**src/rtl/hazard_tracker_pkg.sv**
```systemverilog
// ---------------------------------------------------------------------------
// hazard_tracker_pkg
// Shared constants and types for the producer side of the stall/forward
// protocol.
//   T_PC / T_ALU / T_DM : Tnew codes an instruction carries into E
//   FWD_RF .. FWD_W     : forwarding source select encodings
//   stage_t             : one pipeline-stage record {tnew, a3, we}
//   satDec()            : saturating decrement used as Tnew ages
// ---------------------------------------------------------------------------
package hazard_tracker_pkg;

    localparam logic [1:0] T_PC  = 2'd0;
    localparam logic [1:0] T_ALU = 2'd1;
    localparam logic [1:0] T_DM  = 2'd2;

    localparam logic [1:0] FWD_RF = 2'd0;
    localparam logic [1:0] FWD_E  = 2'd1;
    localparam logic [1:0] FWD_M  = 2'd2;
    localparam logic [1:0] FWD_W  = 2'd3;

    typedef struct packed {
        logic [1:0] tnew;
        logic [4:0] a3;
        logic       we;
    } stage_t;

    localparam stage_t BUBBLE = '0;

    // Tnew counts down toward "result ready" and must never wrap past zero.
    function automatic logic [1:0] satDec(input logic [1:0] x);
        return (x != 2'd0) ? (x - 2'd1) : 2'd0;
    endfunction

endpackage

```
**src/rtl/hazard_stage_reg.sv**
```systemverilog
// ---------------------------------------------------------------------------
// hazard_stage_reg
// One {Tnew, a3, we} pipeline-stage register for the hazard tracker.
//   clk       : clock
//   reset     : synchronous active-high reset, clears to a bubble
//   bubble_i  : load a bubble instead of entry_i on this edge
//   entry_i   : record arriving from the previous stage
//   entry_o   : registered record for this stage
// Parameters:
//   DEC_TNEW  : age Tnew by one (saturating) while moving into this stage
//   KEEP_TNEW : when 0 the stored Tnew is forced to zero (result stage)
// ---------------------------------------------------------------------------
module hazard_stage_reg
    import hazard_tracker_pkg::*;
#(
    parameter bit DEC_TNEW  = 1'b0,
    parameter bit KEEP_TNEW = 1'b1
) (
    input  logic   clk,
    input  logic   reset,
    input  logic   bubble_i,
    input  stage_t entry_i,
    output stage_t entry_o
);

    stage_t entry_q;
    stage_t entry_d;

    // Build the next record: optionally age Tnew, never track writes to $0
    // (so a zero a3 can never produce a forwarding match), and let a bubble
    // request override everything.
    always_comb begin
        entry_d = entry_i;
        if (DEC_TNEW) begin
            entry_d.tnew = satDec(entry_i.tnew);
        end
        if (!KEEP_TNEW) begin
            entry_d.tnew = 2'd0;
        end
        entry_d.we = entry_i.we & (entry_i.a3 != 5'd0);
        if (bubble_i) begin
            entry_d = BUBBLE;
        end
    end

    // Stage storage; reset empties the stage just like a bubble would.
    always_ff @(posedge clk) begin
        if (reset) begin
            entry_q <= BUBBLE;
        end else begin
            entry_q <= entry_d;
        end
    end

    assign entry_o = entry_q;

endmodule

```
**src/rtl/hazard_tracker.sv**
```systemverilog
// ---------------------------------------------------------------------------
// hazard_tracker
// Producer side of the stall/forward protocol. Tracks destination register,
// write-valid and Tnew for the instructions in E, M and W, produces the
// D-stage forwarding selects and a mult/div busy countdown.
//   clk, reset            : clock, synchronous active-high reset
//   tnew_d, a3_d, we_d    : D-stage instruction entering E
//   stall                 : D held, bubble goes into E
//   flush                 : cancel E, M and W (wins over stall)
//   md_start_e, md_div_e  : E-stage starts mult (div when md_div_e)
//   rs_d, rt_d            : D-stage source registers to forward
//   Tnew_e, Tnew_m        : per-stage remaining time to result
//   a3_e, a3_m, a3_w      : per-stage destination registers
//   W_E, W_M, W_W         : per-stage write valid
//   fwd_rs, fwd_rt        : source selects (0 RF, 1 E, 2 M, 3 W)
//   md_busy               : mult/div unit busy
// ---------------------------------------------------------------------------
module hazard_tracker
    import hazard_tracker_pkg::*;
#(
    parameter int unsigned MULT_CYC = 5,
    parameter int unsigned DIV_CYC  = 10
) (
    input  logic       clk,
    input  logic       reset,
    input  logic [1:0] tnew_d,
    input  logic [4:0] a3_d,
    input  logic       we_d,
    input  logic       stall,
    input  logic       flush,
    input  logic       md_start_e,
    input  logic       md_div_e,
    input  logic [4:0] rs_d,
    input  logic [4:0] rt_d,
    output logic [1:0] Tnew_e,
    output logic [1:0] Tnew_m,
    output logic [4:0] a3_e,
    output logic [4:0] a3_m,
    output logic [4:0] a3_w,
    output logic       W_E,
    output logic       W_M,
    output logic       W_W,
    output logic [1:0] fwd_rs,
    output logic [1:0] fwd_rt,
    output logic       md_busy
);

    localparam int unsigned MAX_CYC = (MULT_CYC > DIV_CYC) ? MULT_CYC : DIV_CYC;
    localparam int unsigned CNT_W   = $clog2(MAX_CYC) + 1;
    localparam logic [CNT_W-1:0] MULT_LOAD = CNT_W'(MULT_CYC);
    localparam logic [CNT_W-1:0] DIV_LOAD  = CNT_W'(DIV_CYC);

    stage_t eIn;
    stage_t eStage;
    stage_t mStage;
    stage_t wStage;
    logic   eBubble;

    logic [CNT_W-1:0] mdCnt_q;
    logic [CNT_W-1:0] mdCnt_d;
    logic             mdStartValid;

    // A stalled D slot sends a bubble into E; a flush empties all stages.
    assign eIn     = '{tnew: tnew_d, a3: a3_d, we: we_d};
    assign eBubble = stall | flush;

    hazard_stage_reg #(.DEC_TNEW(1'b0), .KEEP_TNEW(1'b1)) uStageE (
        .clk      (clk),
        .reset    (reset),
        .bubble_i (eBubble),
        .entry_i  (eIn),
        .entry_o  (eStage)
    );

    hazard_stage_reg #(.DEC_TNEW(1'b1), .KEEP_TNEW(1'b1)) uStageM (
        .clk      (clk),
        .reset    (reset),
        .bubble_i (flush),
        .entry_i  (eStage),
        .entry_o  (mStage)
    );

    hazard_stage_reg #(.DEC_TNEW(1'b0), .KEEP_TNEW(1'b0)) uStageW (
        .clk      (clk),
        .reset    (reset),
        .bubble_i (flush),
        .entry_i  (mStage),
        .entry_o  (wStage)
    );

    assign Tnew_e = eStage.tnew;
    assign Tnew_m = mStage.tnew;
    assign a3_e   = eStage.a3;
    assign a3_m   = mStage.a3;
    assign a3_w   = wStage.a3;
    assign W_E    = eStage.we;
    assign W_M    = mStage.we;
    assign W_W    = wStage.we;

    // A stage can supply a source only when it will write that register and
    // its result already exists (Tnew of zero; W always holds zero).
    function automatic logic stageHit(input stage_t st, input logic [4:0] src);
        return (src != 5'd0) && st.we && (st.a3 == src) && (st.tnew == 2'd0);
    endfunction

    // Youngest ready stage wins so the most recent write to a register is
    // the one that reaches D. A not-yet-ready young match falls through to
    // older stages; D is being held by the stall detector in that case.
    always_comb begin
        fwd_rs = FWD_RF;
        if (stageHit(eStage, rs_d)) begin
            fwd_rs = FWD_E;
        end else if (stageHit(mStage, rs_d)) begin
            fwd_rs = FWD_M;
        end else if (stageHit(wStage, rs_d)) begin
            fwd_rs = FWD_W;
        end

        fwd_rt = FWD_RF;
        if (stageHit(eStage, rt_d)) begin
            fwd_rt = FWD_E;
        end else if (stageHit(mStage, rt_d)) begin
            fwd_rt = FWD_M;
        end else if (stageHit(wStage, rt_d)) begin
            fwd_rt = FWD_W;
        end
    end

    // Mult/div countdown. A (non-flushed) start always reloads, even over a
    // running operation; a flush never aborts work already started.
    assign mdStartValid = md_start_e & ~flush;

    always_comb begin
        mdCnt_d = mdCnt_q;
        if (mdStartValid) begin
            mdCnt_d = md_div_e ? DIV_LOAD : MULT_LOAD;
        end else if (mdCnt_q != '0) begin
            mdCnt_d = mdCnt_q - CNT_W'(1);
        end
    end

    // Counter storage.
    always_ff @(posedge clk) begin
        if (reset) begin
            mdCnt_q <= '0;
        end else begin
            mdCnt_q <= mdCnt_d;
        end
    end

    // Busy also covers the start cycle itself, before the counter loads.
    assign md_busy = (mdCnt_q != '0) | mdStartValid;

endmodule

```
**config.mk**
```make
export PLATFORM = sky130hd
export DESIGN_NAME = hazard_tracker
export DESIGN_NICKNAME = d
export VERILOG_FILES = /design/src/rtl/hazard_tracker_pkg.sv /design/src/rtl/hazard_stage_reg.sv /design/src/rtl/hazard_tracker.sv
export SDC_FILE = /design/constraint.sdc
export NUM_CORES = 1
export LEC_CHECK = 0
export ABC_AREA = 1
export CAP_MARGIN = 40
export CORE_UTILIZATION = 35
export CTS_CLUSTER_DIAMETER = 100
export DETAILED_ROUTE_END_ITERATION = 8
export DONT_BUFFER_PORTS = 1
export GPL_ROUTABILITY_DRIVEN = 0
export PLACE_DENSITY_LB_ADDON = 0.1
export SLEW_MARGIN = 10
export SYNTH_ARGS = -nofsm -noshare
export SYNTH_HDL_FRONTEND = slang
export SYNTH_SLANG_ARGS = --single-unit
```
**constraint.sdc**
```tcl
create_clock -name clk -period 1.7 [get_ports clk]
set_input_delay 0.255 -clock clk [delete_from_list [all_inputs] [get_ports clk]]
set_output_delay 0.255 -clock clk [all_outputs]
set_load 0.05 [all_outputs]
```
* After elaboration in Yosys (flattened, before gate mapping)
Cells that the tools add are included.
W data, S select, Z words.
** Cells by class
- Add/sub/neg operators :: 2
- Eq/ne operators :: 6
- Mux-type cells :: 9
- Bitwise operators :: 8
- Reduce and logical (&&, ||, !) cells :: 32
** Operators with widths (number)
- $eq A5 B5 Y1 :: 6
- $reduce_bool A5 Y1 :: 6
- $logic_and A1 B1 Y1 :: 18
- $mux W2 :: 6
- $mux W5 :: 2
- $logic_not A2 Y1 :: 3
- $sub A5 B1 Y5 const B :: 1
- $and A1 B1 Y1 :: 4
- $mux W4 :: 1
- $reduce_bool A2 Y1 :: 2
- $reduce_or A2 Y1 :: 2
- $reduce_or A3 Y1 :: 1
- $not A1 Y1 :: 2
- $or A1 B1 Y1 :: 2
- $sub A2 B1 Y2 const B :: 1
** Storage, ports and cells
- Bits in registers :: 29
- Output and inout bits :: 27

* Depth between registers and ports, before layout
- Depth in word-level cells :: 7
- Depth in mapped cells :: 9
- Gate-level depth less buffers :: 9

* Modules after synthesis
From an unflattened synthesis, not the netlist that was laid out.
** Second synthesis, totals
- Cell total of the unflattened synthesis :: 295
- Area total of the unflattened synthesis :: 1702.9 µm²
** By module, submodules not included
- hazard_tracker :: instances 1, cells an instance 201, area each 939.7 µm²
- hazard_stage_reg (uStageM) :: instances 1, cells an instance 33, area each 276.5 µm²
- hazard_stage_reg (uStageE) :: instances 1, cells an instance 32, area each 261.5 µm²
- hazard_stage_reg (uStageW) :: instances 1, cells an instance 29, area each 225.2 µm²

* Worst setup path before layout
No wires, ideal clock.
- Path kind :: reg-to-output
- Start point :: reg uStageE.entry_q (netlist bit uStageE.entry_o[6])
- End point :: out fwd_rs[1]
- Arrival time :: 1.927 ns
- Required time :: 1.445 ns
- Setup slack :: -0.482 ns
- Stages on the path, launching flop included :: 9
- Path through :: dfxtp_1 -> inv_1 -> ha_1 -> nand2_1 -> o21bai_1 -> nor2_1 -> nand2_1 -> nor2_1 -> nor2_1
** On the way
- Longest elaborated chain between the ends :: 3
** RTL lines
- start, declared :: line hazard_stage_reg.sv:26 : stage_t entry_q;
- start signal, assigned :: line hazard_stage_reg.sv:51 : entry_q <= entry_d;
- $logic_not A2 Y1 :: line hazard_tracker.sv:103 : return (src != 5'd0) && st.we && (st.a3 == src) && (st.tnew == 2'd0);
- $logic_and A1 B1 Y1 :: line hazard_tracker.sv:103
- $mux W2 :: line hazard_tracker.sv:111 : if (stageHit(eStage, rs_d)) begin
- end, declared :: line hazard_tracker.sv:43 : output logic [1:0] fwd_rs,
No other way between the ends.

* Final worst setup path
- Start point :: reg uStageE.entry_q (netlist bit uStageE.entry_o[6])
- End point :: out fwd_rs[0]
The elaborated chain is that of the path after synthesis.

==> run metrics <==
Port Buf Inserts=0; Synth Register Bits=27; Fillers=449; PwrDens=817 nW/um^2; cells after synthesis=260; Worst Path Arrival=1.57 ns; Worst-path clk slew=0.10 ns; Rows=23; clk_skew=0.00168 ns; area occupied by multi-input gates=866 um^2; final hold slack=0.0204 ns; Layout Area Growth over Synthesis=28.9%; register area share after synthesis=35.2%; DRC viols=0; met1 wire length=1880 um; Post-synth top cells=nand2_1, nor2_1, inv_1; vias=1605; Syn Area/Cell=5.90 um^2; iteration count of the initial detailed-routing pass=4; Synth top area share=35.2%; wire per inst=11.4 um; post-route design area=1980 um^2; # IOs=51; number of inserted diodes=0; worst min path class=primary input to register; Max Slew Vio Count=0; CTS Buf Count=3; status=complete, but fails checks; most frequent cell after synthesis=nand2_1; ys async rst share=0%; critical path's slowest cell=dfxtp_2; cell taking the most area after synthesis=dfxtp_1; Static Leak=0.997 nW; Root Driver=clkbuf_8; Post-synth EDFFs=0; register area=569 um^2; WS Path Type=register to output pin; first-pass GRT wire length=6290 um; peak fanout along the critical path=2; die span in y=68.2 um; Longest Clk Path Bufs=2; Iter 0 DRT Violations=72; Initial Util=37.3%; Final Hold Viols=0; failing checks=setup timing; routed wl met2=1640 um; Crit path largest cell delay=0.34 ns; layout cell share with drive strength beyond 1=26.5%; gr usage total=18.4%; DRT Wirelength=3900 um; DRT antenna net count=0; Max Clock Freq=549 MHz; antenna violations before repair=0; RSZ-0062 raised after global routing=true; largest net degree at the start of global routing=18; post-route setup slack=-0.120 ns; Hold Buf Count CTS=0; post-synth cell types=23; setup TNS=-0.303 ns; DPL Wire Length=3100 um; largest delay contributor family on the critical path=simple AND/OR/NAND/NOR gates; Die Wd=68.2 um; Tcrit/Tclk final=107%; WP buf/inv=2; vias in the first global route=1420; largest cells by area after synthesis=dfxtp_1, nand2_1, nor2_1; die area=4660 um^2; maximum VDD drop=0.000482 V; WL met3=306 um; Worst Path Required=1.44 ns; Synth Cell Area=1540 um^2; H-Tree Depth=1; Placeable Area=4120 um^2; total gr overflow=0; Slew @ Worst Pin=0.262 ns; Max-cap violations=0; Finished Core Util=48.1%; syn_nets=286; via/cell ratio=4.71; CTS sink count=27; Synth Flop Type=dfxtp_1; clock tree from TritonCTS=done; Placement Cell Area=1850 um^2; CP endpoint kind=output pin; worst slew margin relative to its limit=82.4%; Clock Latency Late Sink=0.29 ns; min cycle time layout=1.82 ns; Yosys warning count=0; worst path cell trace=inv_2, ha_4, nand2_4, o21bai_1, nor2_1, nand2_1, nor2_4, inv_2, nand2_4; highest routed layer=met4; Setup crit start kind=register; post-layout net count=318; Final setup viols=4
## stage by stage
stage / setup WS [ns] / std cells / power, mW
2_1_floorplan: 0.0314 / 260 / 1.10
3_5_place_dp: 0.0682 / 334 / 1.20
4_1_cts: -0.174 / 339 / 1.61
5_1_grt: -0.222 / 341 / 1.72
6_report: -0.120 / 341 / 1.62
3_3_place_gp: 0.0934 / 334 / 1.19
## layer usage
metal | GRT usage, % | vias up
li1 | - | 844
met1 | 23.8 | 698
met2 | 28.4 | 56
met3 | 5.00 | 7
met4 | 7.55 | 0
met5 | 0 | -
## registers in the layout, indices dropped and copies added (netlist names)
signal	cells
uStageE.entry_o	8
mdCnt_q	5
uStageW.entry_o	6
uStageM.entry_o	8
## path summary, 6_finish.rpt
path	cells after the start	to	slack (ns)	startpoint
max	9	fwd_rs[0]	-0.12	uStageE.entry_o[6]
min	1	mdCnt_q[1]	0.02	reset
max reg2reg	9	mdCnt_q[3]	0.45	mdCnt_q[0]
min reg2reg	2	mdCnt_q[1]	0.46	mdCnt_q[1]
## timing repair
action / CTS / global route
pin swaps: 5 / 12
hold endpoints to repair: 0 / 0
setup buffers: 1 / 2
cloned: 0 / 0
setup endpoints to repair: 4 / 5
gates resized for setup: 8 / 22
## logic make-up after synthesis
logic type / synth area share (%)
xor gates and xnor gates: 2.28
and+or+nand+nor: 42.1
buffers and inverters: 12.8
adders and majority gates: 1.63
DFF: 35.2
AOI/OAI and AO/OA: 6.03
## final cells by class
| type | instances | area share (%) |
|---|---|---|
| clock buffer | 3 | 2.09 |
| multi-input combinational | 183 | 43.8 |
| tap | 50 | 3.16 |
| timing repair buffer | 29 | 12.7 |
| inverter | 48 | 9.11 |
| clock inverter | 1 | 0.443 |
| sequential | 27 | 28.8 |
## report_power, final
part | total [mW] | switching (mW) | internal (mW)
clock | 0.408 | 0.235 | 0.173
combinational | 0.494 | 0.314 | 0.180
sequential | 0.714 | 0.0348 | 0.679
total | 1.62 | 0.584 | 1.03
## cells in the final DEF, fill, tap and decap left out, types with 4 or more instances in the layout
cell type / Yosys / final
nand2_1: 91 / 88
nor2_1: 51 / 44
inv_1: 46 / 35
buf_4: 0 / 25
inv_2: 2 / 13
dfxtp_1: 27 / 12
dfxtp_2: 0 / 11
nor2_2: 3 / 7
nand3_1: 6 / 6
a21oi_1: 6 / 6
xor2_1: 4 / 4
dfxtp_4: 0 / 4
(Power assumes the default switching activity.)
